===== config.mk =====
export PLATFORM = sky130hd
export DESIGN_NAME = icu_wide
export DESIGN_NICKNAME = d
export VERILOG_FILES = /design/src/rtl/icu_wide.sv
export SDC_FILE = /design/constraint.sdc
export NUM_CORES = 1
export LEC_CHECK = 0
export ABC_AREA = 1
export CORE_MARGIN = 10
export CORE_UTILIZATION = 45
export DETAILED_ROUTE_END_ITERATION = 16
export PLACE_DENSITY = 0.76
export SLEW_MARGIN = 0
export SYNTH_ARGS = -nofsm -noshare
export SYNTH_HDL_FRONTEND = slang
export SYNTH_SLANG_ARGS = --single-unit

===== constraint.sdc =====
create_clock -name clk -period 3 [get_ports clk]
set_input_delay 0.6 -clock clk [delete_from_list [all_inputs] [get_ports clk]]
set_output_delay 0.6 -clock clk [all_outputs]
set_load 0.005 [all_outputs]

===== src/rtl/icu_wide.sv =====
`default_nettype none
// +------------------------------------------------------------------------+
// | icu_wide : MC14500B-style instruction control unit, DATA_W-bit result    |
// |            register, return-address stack and backpressured store path. |
// | Revision : 1.0                                                          |
// +------------------------------------------------------------------------+
module icu_wide #(
    parameter int DATA_W      = 8,
    parameter int ADDR_W      = 8,
    parameter int STACK_DEPTH = 4,
    localparam int LVL_W      = $clog2(STACK_DEPTH + 1)
) (
    input  logic              clk,
    input  logic              rst_n,
    input  logic              instr_valid,
    output logic              instr_ready,
    input  logic [3:0]        instruction,
    input  logic [ADDR_W-1:0] operand,
    input  logic [ADDR_W-1:0] instr_addr,
    input  logic [DATA_W-1:0] data_in,
    output logic              wr_valid,
    input  logic              wr_ready,
    output logic [DATA_W-1:0] data_out,
    output logic [DATA_W-1:0] rr_out,
    output logic              jmp,
    output logic              rtn,
    output logic [ADDR_W-1:0] target_addr,
    output logic              flag_o,
    output logic              flag_f,
    output logic [LVL_W-1:0]  stk_level,
    output logic              stk_ovf,
    output logic              stk_unf
);

    localparam logic [3:0] c_op_nopo = 4'h0;
    localparam logic [3:0] c_op_ld   = 4'h1;
    localparam logic [3:0] c_op_ldc  = 4'h2;
    localparam logic [3:0] c_op_and  = 4'h3;
    localparam logic [3:0] c_op_andc = 4'h4;
    localparam logic [3:0] c_op_or   = 4'h5;
    localparam logic [3:0] c_op_orc  = 4'h6;
    localparam logic [3:0] c_op_xnor = 4'h7;
    localparam logic [3:0] c_op_sto  = 4'h8;
    localparam logic [3:0] c_op_stoc = 4'h9;
    localparam logic [3:0] c_op_ien  = 4'hA;
    localparam logic [3:0] c_op_oen  = 4'hB;
    localparam logic [3:0] c_op_jmp  = 4'hC;
    localparam logic [3:0] c_op_rtn  = 4'hD;
    localparam logic [3:0] c_op_skz  = 4'hE;
    localparam logic [3:0] c_op_nopf = 4'hF;

    localparam logic [LVL_W-1:0] c_full = LVL_W'(STACK_DEPTH);

    logic              r_rst_sync;
    logic              r_ien;
    logic              r_oen;
    logic              r_skip;
    logic [DATA_W-1:0] r_rr;
    logic [LVL_W-1:0]  r_level;
    logic [ADDR_W-1:0] r_stack [STACK_DEPTH];

    logic              w_accept;
    logic              w_exec;
    logic              w_full;
    logic              w_empty;
    logic [DATA_W-1:0] w_din_m;
    logic [ADDR_W-1:0] w_top;

    assign instr_ready = r_rst_sync && !(wr_valid && !wr_ready);
    assign w_accept    = instr_valid && instr_ready;
    assign w_exec      = w_accept && !r_skip;
    assign w_full      = (r_level == c_full);
    assign w_empty     = (r_level == '0);
    assign w_din_m     = data_in & {DATA_W{r_ien}};
    assign rr_out      = r_rr;
    assign stk_level   = r_level;

    always_comb begin
        w_top = '0;
        for (int i = 0; i < STACK_DEPTH; i++) begin
            if (r_level == LVL_W'(i + 1)) begin
                w_top = r_stack[i];
            end
        end
    end

    // Pushes on a full stack are dropped so existing entries are never overwritten.
    always_ff @(posedge clk or negedge rst_n) begin
        if (!rst_n) begin
            r_level <= '0;
            for (int i = 0; i < STACK_DEPTH; i++) begin
                r_stack[i] <= '0;
            end
        end else if (w_exec) begin
            if (instruction == c_op_jmp && !w_full) begin
                for (int i = 0; i < STACK_DEPTH; i++) begin
                    if (r_level == LVL_W'(i)) begin
                        r_stack[i] <= instr_addr + ADDR_W'(1);
                    end
                end
                r_level <= r_level + LVL_W'(1);
            end else if (instruction == c_op_rtn && !w_empty) begin
                r_level <= r_level - LVL_W'(1);
            end
        end
    end

    always_ff @(posedge clk or negedge rst_n) begin
        if (!rst_n) begin
            r_rst_sync  <= 1'b0;
            r_ien       <= 1'b0;
            r_oen       <= 1'b0;
            r_skip      <= 1'b0;
            r_rr        <= '0;
            wr_valid    <= 1'b0;
            data_out    <= '0;
            jmp         <= 1'b0;
            rtn         <= 1'b0;
            flag_o      <= 1'b0;
            flag_f      <= 1'b0;
            target_addr <= '0;
            stk_ovf     <= 1'b0;
            stk_unf     <= 1'b0;
        end else begin
            r_rst_sync <= 1'b1;
            jmp        <= 1'b0;
            rtn        <= 1'b0;
            flag_o     <= 1'b0;
            flag_f     <= 1'b0;

            // A new store issued on the completing edge overrides the clear below.
            if (wr_valid && wr_ready) begin
                wr_valid <= 1'b0;
                data_out <= '0;
            end

            if (w_accept) begin
                if (r_skip) begin
                    r_skip <= 1'b0;
                end else begin
                    case (instruction)
                        c_op_nopo: flag_o <= 1'b1;
                        c_op_ld:   r_rr <= w_din_m;
                        c_op_ldc:  r_rr <= ~w_din_m;
                        c_op_and:  r_rr <= r_rr & w_din_m;
                        c_op_andc: r_rr <= r_rr & ~w_din_m;
                        c_op_or:   r_rr <= r_rr | w_din_m;
                        c_op_orc:  r_rr <= r_rr | ~w_din_m;
                        c_op_xnor: r_rr <= ~(r_rr ^ w_din_m);
                        c_op_sto: begin
                            if (r_oen) begin
                                wr_valid <= 1'b1;
                                data_out <= r_rr;
                            end
                        end
                        c_op_stoc: begin
                            if (r_oen) begin
                                wr_valid <= 1'b1;
                                data_out <= ~r_rr;
                            end
                        end
                        c_op_ien:  r_ien <= data_in[0];
                        c_op_oen:  r_oen <= w_din_m[0];
                        c_op_jmp: begin
                            jmp         <= 1'b1;
                            target_addr <= operand;
                            if (w_full) begin
                                stk_ovf <= 1'b1;
                            end
                        end
                        c_op_rtn: begin
                            rtn    <= 1'b1;
                            r_skip <= 1'b1;
                            if (w_empty) begin
                                target_addr <= '0;
                                stk_unf     <= 1'b1;
                            end else begin
                                target_addr <= w_top;
                            end
                        end
                        c_op_skz:  r_skip <= (r_rr == '0);
                        c_op_nopf: flag_f <= 1'b1;
                        default:   ;
                    endcase
                end
            end
        end
    end

endmodule
`default_nettype wire


==> impl_metrics.py <==
metrics = {
    "power": {
        "power_switching_mw": 1.18,
        "total_leakage_power_nw": 2.62,
        "swShare_pct": 36.4,
        "peakVddDrop_mv": 0.285,
        "pwr-share-comb_pct": 32.9,
        "power.density_mw_per_mm2": 639,
        "p_int_mw": 2.06,
        "p_clk_share_pct": 27.2,
        "seqPwrFrac_pct": 39.9,
    },
    "sta": {
        "fin_tns_setup_ns": 0,
        "rsz0062_at_grt": "no",
        "finalCritPeriodShare_pct": 80.5,
        "max_slew_margin_pct": 51.8,
        "finalHoldViolCount": 0,
        "tightest_slew_ns": 0.723,
        "skew_ns": 0.00865,
        "fin_crit_ns": 2.41,
        "fmax_mhz": 414,
        "setup_viol": 0,
        "slew_violations": 0,
        "whs_ns": 0.297,
    },
    "yosys": {
        "synth_nets": 589,
        "synth.most_common_cell": "nand2_1",
        "synth_fa_ha_area_share_pct": 2.12,
        "synthMuxAreaShare_pct": 0,
        "syn_area_mm2": 0.00414,
        "async_flop_share_pct": 100,
        "synth_xor_area_share_pct": 1.69,
        "yosysUniqueCellTypes": 38,
        "yosys.area_share.simple_pct": 36.0,
        "synth_edf_count": 0,
        "synth_commonest_cells": "181 x nand2_1, 70 x dfrtp_1, 55 x inv_1",
        "yosys_warnings": 0,
        "ys_ff_latch": 70,
        "netlist.top_cell.by_area": "dfrtp_1",
        "syn_avg_cell_area_um2": 7.52,
        "ys_top_cells_by_area": "dfrtp_1 42%, nand2_1 16%, nand3_1 6.4%",
        "synth_top_family_by_area": "simple AND/OR/NAND/NOR gates",
        "yosys.area.top_type_share_pct": 42.3,
        "synth-main-ff-cell": "dfrtp_1",
        "synth_compound_area_share_pct": 9.71,
        "ys_seq_area_share_pct": 42.3,
        "syn_inst": 550,
    },
    "job": {
        "maxCapViolations": 0,
    },
    "clock_network": {
        "cts_resized": 0,
        "htree_levels": 3,
        "clock_latency_ns": 0.36,
        "clock_path_buffers": 2,
        "cts_sinks": 70,
        "clkTransAtPathRegs_ns": 0.08,
        "cts_tree": "done",
        "cts_inserted_buffers": 9,
        "hold_buffers": 0,
        "cts_root_buf": "clkbuf_8",
        "cts_setup_buffers": 0,
    },
    "floorplanning": {
        "fp.dieH_um": 116,
        "initial_core_util_pct": 46.7,
        "pin_count": 67,
        "die-area_mm2": 0.0134,
        "coreArea_mm2": 0.00885,
        "rows": 34,
        "die_x_um": 116,
    },
    "status": {
        "status": "complete, no violations",
    },
    "cells_and_area": {
        "area_growth_pct": 22.8,
        "design_area_mm2": 0.00508,
        "finalNetCount": 657,
        "multiInputGateArea_mm2": 0.00205,
        "drive_gt1_share_pct": 10.4,
        "fill_cells": 814,
        "seqCellArea_mm2": 0.00175,
        "n_antenna_cell": 0,
    },
    "placed_design": {
        "io_buffers": 66,
        "place.gp.congestion": 0.912,
        "postPlaceCellArea_mm2": 0.00485,
        "dp_hpwl_um": 8490,
    },
    "setup_path": {
        "critPathCaptureType": "output pin",
        "crit_fanout": 3,
        "worstSetupPathType": "in2out",
        "critPathMaxStageDelay_ns": 0.49,
        "critPathLaunchType": "primary input",
        "path_cells": "clkdlybuf4s50_1 -> inv_1 -> nand2_2 -> nand2_1 -> inv_1 -> clkdlybuf4s50_1",
        "arrival_ns": 1.81,
        "cp_data_required_time_ns": 2.40,
        "slowest_stage": "clkdlybuf4s50_1",
    },
    "route": {
        "ant_nets": 0,
        "dr.pass1.iters": 6,
        "post-route-drc-count": 0,
        "wl_per_cell_um": 15.4,
        "via_count": 3805,
        "drt_iter0_drc": 223,
        "via_per_inst": 5.21,
        "wirelength_um": 11300,
    },
    "global_route": {
        "antenna_found_initial": 0,
        "grt_remaining_overflow": 0,
        "grt_pass1_vias": 3744,
        "track_usage_pct": 17.0,
        "grt_pass1_wl_um": 18300,
        "grt_max_degree": 32,
    },
    "worst_hold_path": {
        "hp-class": "in2async",
    },
}
area by class of cell:
type,count,area share [%]
sequential,70,34.5
clock inverter,7,2.02
clock buffer,9,2.44
timing repair buffer,68,13.2
multi-input combinational,405,40.4
inverter,64,4.80
tap,108,2.66
worst max-delay path: cells and delay by family:
family	cells	cell delay, ns
buffers and inverters	4	1.08
and+or+nand+nor	2	0.12
registers in the layout, summed over array words and instances (netlist names):
| register | cells |
|---|---|
| data_out | 8 |
| flag_f | 1 |
| flag_o | 1 |
| jmp | 1 |
| r_ien | 1 |
| r_oen | 1 |
| r_rst_sync | 1 |
| r_skip | 1 |
| r_stack | 32 |
| rr_out | 8 |
| rtn | 1 |
| stk_level | 3 |
| stk_ovf | 1 |
| stk_unf | 1 |
| target_addr | 8 |
| wr_valid | 1 |
per-stage QoR:
| step | instances | setup slack, ns | util (%) | power [mW] |
|---|---|---|---|---|
| after floorplan | 550 | 1.27 | - | 1.92 |
| after global placement | 715 | 0.615 | 54.9 | 2.33 |
| after detailed placement | 715 | 0.589 | 54.9 | 2.37 |
| after CTS | 731 | 0.582 | 57.4 | 3.26 |
| after global routing | 731 | 0.512 | 57.4 | 3.45 |
| final | 731 | 0.585 | 57.4 | 3.24 |
power groups by stage:
stage / clock network (mW) / logic (mW) / registers [mW]
2_1_floorplan: 0 / 0.654 / 1.26
3_3_place_gp: 0 / 1.03 / 1.30
3_5_place_dp: 0 / 1.07 / 1.31
4_1_cts: 0.895 / 1.08 / 1.29
5_1_grt: 0.939 / 1.19 / 1.32
6_report: 0.883 / 1.07 / 1.29
final timing paths:
check,startpoint,end,slack [ns],depth (start not counted)
worst max-delay path,wr_ready,instr_ready,0.59,6
worst min-delay path,rst_n,wr_valid,0.30,1
worst max register to register,stk_level[0],r_stack[15],0.94,7
worst min register to register,target_addr[2],target_addr[2],0.49,2
max in group asynchronous,rst_n,r_stack[3],1.92,2
min in group clk,target_addr[2],target_addr[2],0.49,2
cell usage in the layout, fill, tap and decap left out, drive strengths merged, types with 3 or more instances in the layout:
| cell | Yosys | layout |
|---|---|---|
| clkbuf | 2 | 9 |
| nor2 | 62 | 62 |
| o211ai | 8 | 8 |
| inv | 62 | 65 |
| xnor2 | 3 | 3 |
| nand2 | 187 | 187 |
| a21oi | 25 | 25 |
| ha | 7 | 7 |
| nand3 | 60 | 60 |
| clkdlybuf4s50 | 0 | 65 |
| nor4 | 3 | 3 |
| buf | 9 | 3 |
| dfrtp | 70 | 70 |
| o21ai | 33 | 33 |
| clkinv | 2 | 3 |
| or2 | 5 | 5 |
| xor2 | 5 | 5 |
routing by layer:
metal | GRT usage, % | share of wire [%] | vias to the layer above
li1 | - | - | 1881
met1 | 21.1 | 44 | 1784
met2 | 28.1 | 48 | 130
met3 | 3.88 | 6.6 | 10
met4 | 6.26 | 1.4 | 0
met5 | 0 | 0 | -
cells by family after synthesis:
| group | count (synthesis) |
|---|---|
| flip-flops | 70 |
| XOR/XNOR | 8 |
| other | 1 |
| AO/OA/AOI/OAI | 70 |
| AND/OR/NAND/NOR | 319 |
| buffers and inverters | 75 |
| adder cells (fa/ha/maj) | 7 |
Power figures use the tool's default switching activity.
